### src/rtl/serial_to_parallel.sv
// Serial-to-parallel deserializer for the SPI slave: collects WIDTH MOSI bits while enabled,
// then presents the word on StoP_out with a one-cycle finish pulse.
module serial_to_parallel #(
  parameter int WIDTH     = 8,
  parameter bit MSB_FIRST = 1'b1
) (
  input  logic             clk,
  input  logic             rst,
  input  logic             MOSI,
  input  logic             enable,
  output logic [WIDTH-1:0] StoP_out,
  output logic             finish
);

  localparam int            CW   = (WIDTH > 1) ? $clog2(WIDTH) : 1;
  localparam logic [CW-1:0] LAST = CW'(WIDTH - 1);

  logic [WIDTH-1:0] shift_q;
  logic [WIDTH-1:0] shift_nx;
  logic [CW-1:0]    cnt_q;

  // Shift expressed arithmetically so WIDTH=1 needs no special-case slicing.
  always_comb begin
    if (MSB_FIRST)
      shift_nx = (shift_q << 1) | WIDTH'(MOSI);
    else
      shift_nx = (shift_q >> 1) | (WIDTH'(MOSI) << (WIDTH - 1));
  end

  always_ff @(posedge clk or posedge rst) begin
    if (rst) begin
      shift_q  <= '0;
      cnt_q    <= '0;
      StoP_out <= '0;
      finish   <= 1'b0;
    end else if (!enable) begin
      shift_q <= '0;
      cnt_q   <= '0;
      finish  <= 1'b0;
    end else begin
      shift_q <= shift_nx;
      if (cnt_q == LAST) begin
        // Word completes on this edge, including the bit sampled now.
        cnt_q    <= '0;
        StoP_out <= shift_nx;
        finish   <= 1'b1;
      end else begin
        cnt_q  <= cnt_q + CW'(1);
        finish <= 1'b0;
      end
    end
  end

endmodule

### config.mk
export PLATFORM = sky130hd
export DESIGN_NAME = serial_to_parallel
export DESIGN_NICKNAME = d
export VERILOG_FILES = /design/src/rtl/serial_to_parallel.sv
export SDC_FILE = /design/constraint.sdc
export NUM_CORES = 1
export LEC_CHECK = 0
export CELL_PAD_IN_SITES_DETAIL_PLACEMENT = 0
export CELL_PAD_IN_SITES_GLOBAL_PLACEMENT = 1
export CORE_MARGIN = 5
export CORE_UTILIZATION = 30
export CTS_BUF_LIST = sky130_fd_sc_hd__clkbuf_4
export DETAILED_ROUTE_END_ITERATION = 7
export HOLD_SLACK_MARGIN = 0.03
export MAX_ROUTING_LAYER = met4
export PLACE_DENSITY = 0.68
export SLEW_MARGIN = 5
export SYNTH_ARGS = -nofsm -noshare
export SYNTH_HDL_FRONTEND = slang
export SYNTH_SLANG_ARGS = --single-unit
export TNS_END_PERCENT = 5
### constraint.sdc
create_clock -name clk -period 4 [get_ports clk]
set_input_delay 0.6 -clock clk [delete_from_list [all_inputs] [get_ports clk]]
set_output_delay 0.6 -clock clk [all_outputs]
set_load 0.005 [all_outputs]
# ---- Yosys cells after proc, flatten, opt, wreduce, memory -nomap -nowiden
# Index checks and enable logic that the tools add are counted.
dict set report totals {
  n_memories 0
  latchBits 0
  ramBits 0
  rom_bits 0
  regBits 19
}
dict set report op_classes {
  n_div 0
  multipliers 0
  reduce_logical 1
  eq_ne 1
  n_mux 5
  n_bitwise 1
  n_shift 0
  n_addsub 1
  magnitude_cmp 0
}
# cell count
set ops {}
lappend ops {{8-bit by 1-bit bitwise OR with 8-bit output} 1}
lappend ops {{7-bit two-way mux} 1}
lappend ops {{3-bit two-way mux} 2}
lappend ops {{3-bit by 1-bit adder with 3-bit output, second input constant} 1}
lappend ops {{3-bit == test, second input constant} 1}
lappend ops {{1-bit two-way mux} 2}
lappend ops {{2-bit AND reduction} 1}

# ---- Logic depth before layout (Yosys ltp)
# Gate-level depths: netlist of the first run.
dict set report depth {
  ltp_word 3
  depth_mapped 4
}

# ---- Worst setup path after synthesis of the first run
# OpenSTA, ideal clock, no wires.
dict set report synth_timing {
  kind {reg2reg}
  startpoint {register cnt_q[0]}
  endpoint {register StoP_out[0]}
  setup_slack_ns 2.669
  path_stages_with_launch 5
  arrival_ns 1.206
  setup_time_ns 0.125
  path_cell_list {dfrtp_1 ha_1 ha_1 nand2_4 mux2_2}
}
dict set report synth_between {
  elab_chain_len 2
}
# element line
set synth_lines {}
lappend synth_lines {{start, declared} 20} ;# logic [CW-1:0] cnt_q;
lappend synth_lines {{start signal, assigned} 48} ;# cnt_q <= cnt_q + CW'(1);
lappend synth_lines {{3-bit == test} 42} ;# if (cnt_q == LAST) begin
lappend synth_lines {{2-bit AND reduction (no line)} --}
lappend synth_lines {{end signal, assigned} 45} ;# StoP_out <= shift_nx;
lappend synth_lines {{end, declared} 11} ;# output logic [WIDTH-1:0] StoP_out,
# No other way between the ends.
# A chain may end at the register's enable or synchronous reset.

# ---- Final worst setup path of the first run
dict set report layout_timing {
  startpoint {register StoP_out[0]}
  endpoint {output StoP_out[0]}
}
# No word-level cell between the ends.

==> metrics, run 1 <==
total track usage=0.0730; crit path time final=about 1.8 ns; R2R cell count=4; final layout net count=between 60 and 70; Synth cell types=9; CP endpoint kind=output port; wirelength, routed=964 µm; vias=~360; Hold Path Depth=1; gpl congestion=about 0.66; crit-path max cell delay=0.51 ns; Top delay family on crit path=buffers and inverters; final-layout fill cell count=211; PwrDens=roughly 370 nW/µm²; syn_nets=49; total grt overflow=0; largest net degree at the start of global routing=20; most crowded layer after global routing=met2; status=finished, final reports clean; CP bufs+invs=1; Post-synth EDFFs=0; DRT iter0 DRCs=2; die height=between 50 and 60 µm; first-pass GRT wire length=approximately 1.7 mm; Initial Util=0.311; ANT cells=0; post-detail-place hpwl=roughly 690 µm; initial antenna violation count=0; post-synth top area cell=dfrtp_1; DRC violation count after routing=0; final hold violations=0; worst hold path class=flip-flop to flip-flop; I/O pin cnt=13; wire per inst=11.2 µm; Setup CP Type=flip-flop to output port; power after layout=roughly 320 µW; Ys Warns=0; total CTS buffers=3; Final period util=0.441; setup_tns=0 ns; top cells by area, synth=dfrtp_1 70%, mux2_2 13%, and2_1 7.3%; Die Wd=just under 60 µm; GRT met3 Usage=0.0468; Max VDD drop=roughly 0.25 mV; f_max=approximately 0.57 GHz; via/cell ratio=4.23; clock-pin slew on the worst setup and hold paths=approximately 0.090 ns; DR pass1 iterations=2; Post-CTS Hold Buffers=0; post-synthesis register bit count=19; dpl ws=about 2.1 ns; layout cells sized above 1=0.241; IO Port Bufs=12; top-count cell post-synth=dfrtp_1; # Max-Cap Violations=0; Area Overhead vs Synth=26.4%; Final Setup Violations=0; Pleak=around 0.44 nW; TritonCTS clock tree=done; clk buf depth=2; commonest cells in the netlist=19 x dfrtp_1, 8 x and2_1, 8 x mux2_2; Mean Syn Cell Area=approximately 16 µm²; clock sink count=19; crit-path max FO=2; RSZ-0062 raised after global routing=no; CTS H-tree lvls=1; Core Rows=17; Mapped Cells=43; final instance area=approximately 860 µm²; Max-slew headroom=0.530; Placed Area=between 800 and 900 µm²; slowest CP cell=clkdlybuf4s50_1; clk root buf=clkbuf_4; clk_lat worst skew=between 0.2 and 0.3 ns; met1 Use GR=0.0844; register area share after synthesis=0.697; met2 usage=0.100; core area=around 2200 µm²; Startpoint Class=flip-flop; vias in the first global route=387; ys flop type=dfrtp_1; fraction of registers with async set/reset=1.00; Crit path depth=1; Critical Path, Cell by Cell=clkdlybuf4s50_1; Post-CTS Repair Setup Buffers=0; Post-DRT Antenna Nets=0; post-CTS sizing=0; crit path DAT=about 1.2 ns; Data required, critical path=about 3.4 ns; mapped cell area=682 µm²; worst clock skew=roughly 0.0024 ns; Slew @ Worst Pin=slightly above 0.7 ns; Yosys top cell area share=0.697; final setup margin=between 2 and 2.5 ns; die area=about 3300 µm²; final count of pins violating max slew=0; Finished Core Util=0.393
[logic make-up (layout without fill, tap and decap cells)]
logic type	count (synthesis)	count (layout)	share of synthesized area
buf+inv	3	18	0.0183
mux	8	8	0.132
fa+ha+maj	2	2	0.0367
simple gates	11	11	0.116
flops	19	19	0.697
[registers in the layout, indices dropped and copies added, names as in the netlist]
name / flops
shift_q: 7
finish: 1
StoP_out: 8
cnt_q: 3
[where the power goes]
group	internal [mW]	total [mW]	switching (mW)
Combinational	0.0100	0.0184	0.00840
Clock	0.0455	0.0983	0.0527
Sequential	0.198	0.200	0.00261
[final timing paths]
kind	startpoint	slack, ns	end
min in group asynchronous	rst	0.71	finish$_DFF_PP0_
worst max register to register	cnt_q[0]$_DFF_PP0_	2.57	StoP_out[2]$_DFFE_PP0P_
worst min register to register	cnt_q[0]$_DFF_PP0_	0.46	cnt_q[0]$_DFF_PP0_
worst max-delay path	StoP_out[0]$_DFFE_PP0P_	2.23	StoP_out[0]
max in group asynchronous	rst	2.84	shift_q[1]$_DFF_PP0_
worst min-delay path	cnt_q[0]$_DFF_PP0_	0.46	cnt_q[0]$_DFF_PP0_
[stage by stage]
stage / cells / hold WS [ns]
2_1_floorplan: 43 / 0.414
3_3_place_gp: 82 / 0.427
3_5_place_dp: 82 / 0.454
4_1_cts: 86 / 0.467
5_1_grt: 86 / 0.484
6_report: 86 / 0.459
[layer usage]
layer	vias up	wire [µm]
li1	172	-
met1	177	464
met2	13	406
met3	2	78
met4	0	15
met5	-	0
[layout make-up]
cell class                      count  area, µm²  share of cell area
Sequential cell                    19        475               0.552
Inverter                            2       7.51             0.00871
Timing Repair Buffer               12        120               0.139
Tap cell                           28       35.0              0.0406
Clock buffer                        4       30.0              0.0348
Multi-Input combinational cell     21        194               0.225
[cells in the final DEF (no fill, tap or decap), drive strengths merged]
| cell | Yosys | routed |
|---|---|---|
| and3b | 1 | 1 |
| nor3b | 1 | 1 |
| inv | 2 | 2 |
| dfrtp | 19 | 19 |
| nand2 | 1 | 1 |
| ha | 2 | 2 |
| clkdlybuf4s50 | 0 | 12 |
| clkbuf | 1 | 4 |
| and2 | 8 | 8 |
| mux2 | 8 | 8 |
No activity file was read; power rests on OpenSTA's default activity.
==> run 2, diff against run 1 <==
==> constraint.sdc (replaced) <==
create_clock -name clk -period 1.8 [get_ports clk]
set_input_delay 0.27 -clock clk [delete_from_list [all_inputs] [get_ports clk]]
set_output_delay 0.27 -clock clk [all_outputs]
set_load 0.005 [all_outputs]
==> metrics, run 2 (synthesis results as in run 1) <==
Final period util=0.793; DR pass1 iterations=1; setup_tns=0 ns; final count of pins violating max slew=0; TritonCTS clock tree=done; slowest CP cell=clkdlybuf4s50_1; crit path DAT=~1.2 ns; Initial Util=0.311; total grt overflow=0; CP bufs+invs=1; # Max-Cap Violations=0; commonest cells after routing, fill and taps aside=19 x dfrtp_1, 12 x clkdlybuf4s50_1, 8 x mux2_2, 8 x and2_1, 3 x clkbuf_4; crit-path max cell delay=roughly 0.5 ns; via/cell ratio=4.34; R2R setup slack=roughly 0.38 ns; Crit path depth=1; initial antenna violation count=0; Final Setup Violations=0; commonest non-fill, non-tap cell in the layout=dfrtp_1; wire per inst=about 11 µm; largest net degree at the start of global routing=20; wirelength, routed=roughly 1000 µm; crit-path max FO=2; Biggest register=StoP_out; Critical Path, Cell by Cell=clkdlybuf4s50_1; post-CTS sizing=0; clk_lat worst skew=0.29 ns; total track usage=0.0744; Data required, critical path=~1.5 ns; I/O pin cnt=13; worst clock skew=0.00637 ns; IO Port Bufs=12; Post-DRT Antenna Nets=0; Core Rows=17; worst hold path class=input port to asynchronous set/reset pin; final-layout fill cell count=roughly 210; crit path time final=roughly 1.4 ns; Die Wd=approximately 58 µm; final layout net count=67; Top delay family on crit path=buffers and inverters; DRT iter0 DRCs=0; die height=57.7 µm; CP Capture Point=StoP_out[0]; vias=roughly 380; f_max=about 0.7 GHz; Startpoint Class=flip-flop; R2R cell count=4; Crit. Startpoint=StoP_out[0]$_DFFE_PP0P_; Max-slew headroom=0.842; clock-pin slew on the worst setup and hold paths=approximately 0.11 ns; gpl congestion=0.676; worst r2r src=cnt_q[0]$_DFF_PP0_; ANT cells=0; final hold violations=0; Setup CP Type=flip-flop to output port; die area=between 3000 and 4000 µm²; power after layout=about 700 µW; R2R Path End=StoP_out[7]$_DFFE_PP0P_; Largest regs=StoP_out (8), shift_q (7), cnt_q (3); Post-CTS Repair Setup Buffers=0; CP endpoint kind=output port; core area=around 2200 µm²; layout cells sized above 1=0.267; Post-CTS Hold Buffers=0; vias in the first global route=roughly 410; clk buf depth=2; Finished Core Util=0.399; clock sink count=19; clk root buf=clkbuf_4; RSZ-0062 raised after global routing=no; Max VDD drop=0.393 mV; first-pass GRT wire length=~1.8 mm; Largest register FFs=8; Slew @ Worst Pin=~0.24 ns; PwrDens=roughly 800 nW/µm²; CTS H-tree lvls=1; Pleak=about 0.45 nW; total CTS buffers=3; status=finished, final reports clean; Area Overhead vs Synth=28.3%; DRC violation count after routing=0
==> run 2: cell count changes in the layout (fill, tap and decap cells not counted), sizes merged <==
cell    before  now
buf          0    2
clkbuf       4    3
clkinv       0    1
==> run 2: worst min-delay path by stage <==
stage | end | slack, ns | cells after the start | start
after floorplan | StoP_out[0]$_DFFE_PP0P_ | 0.22 | 1 | rst
after global placement | cnt_q[0]$_DFF_PP0_ | 0.42 | 1 | cnt_q[0]$_DFF_PP0_
after detailed placement | cnt_q[0]$_DFF_PP0_ | 0.44 | 1 | cnt_q[0]$_DFF_PP0_
after CTS | StoP_out[4]$_DFFE_PP0P_ | 0.28 | 3 | rst
after global routing | StoP_out[5]$_DFFE_PP0P_ | 0.29 | 3 | rst
final | StoP_out[3]$_DFFE_PP0P_ | 0.28 | 3 | rst
==> run 2: power breakdown <==
part / internal, mW / switching (mW)
Clock: 0.0826 / 0.125
Sequential: 0.439 / 0.00587
Combinational: 0.0252 / 0.0188
==> run 2: layout make-up <==
class / instances / area, µm² / share of cell area
Sequential cell: 19 / 475 / 0.544
Multi-Input combinational cell: 21 / 194 / 0.222
Timing Repair Buffer: 14 / 135 / 0.155
Tap cell: 28 / 35.0 / 0.0401
Clock buffer: 3 / 22.5 / 0.0258
Inverter: 2 / 7.51 / 0.00858
Clock inverter: 1 / 5.00 / 0.00572
==> run 2: stage by stage <==
stage               setup WS [ns]  instances  hold slack [ns]  cell area (µm²)
global placement            0.418         84            0.421              847
floorplan                   0.469         43            0.221              682
CTS                         0.354         88            0.282              875
global route                0.307         88            0.289              875
finish                      0.373         88            0.280              875
detailed placement          0.385         84            0.439              847
==> run 2: metal layers <==
layer  GRT usage  share of wire
met1      0.0858           0.45
met2       0.103           0.48
met3      0.0200          0.042
met4      0.0695          0.023
met5           -              0
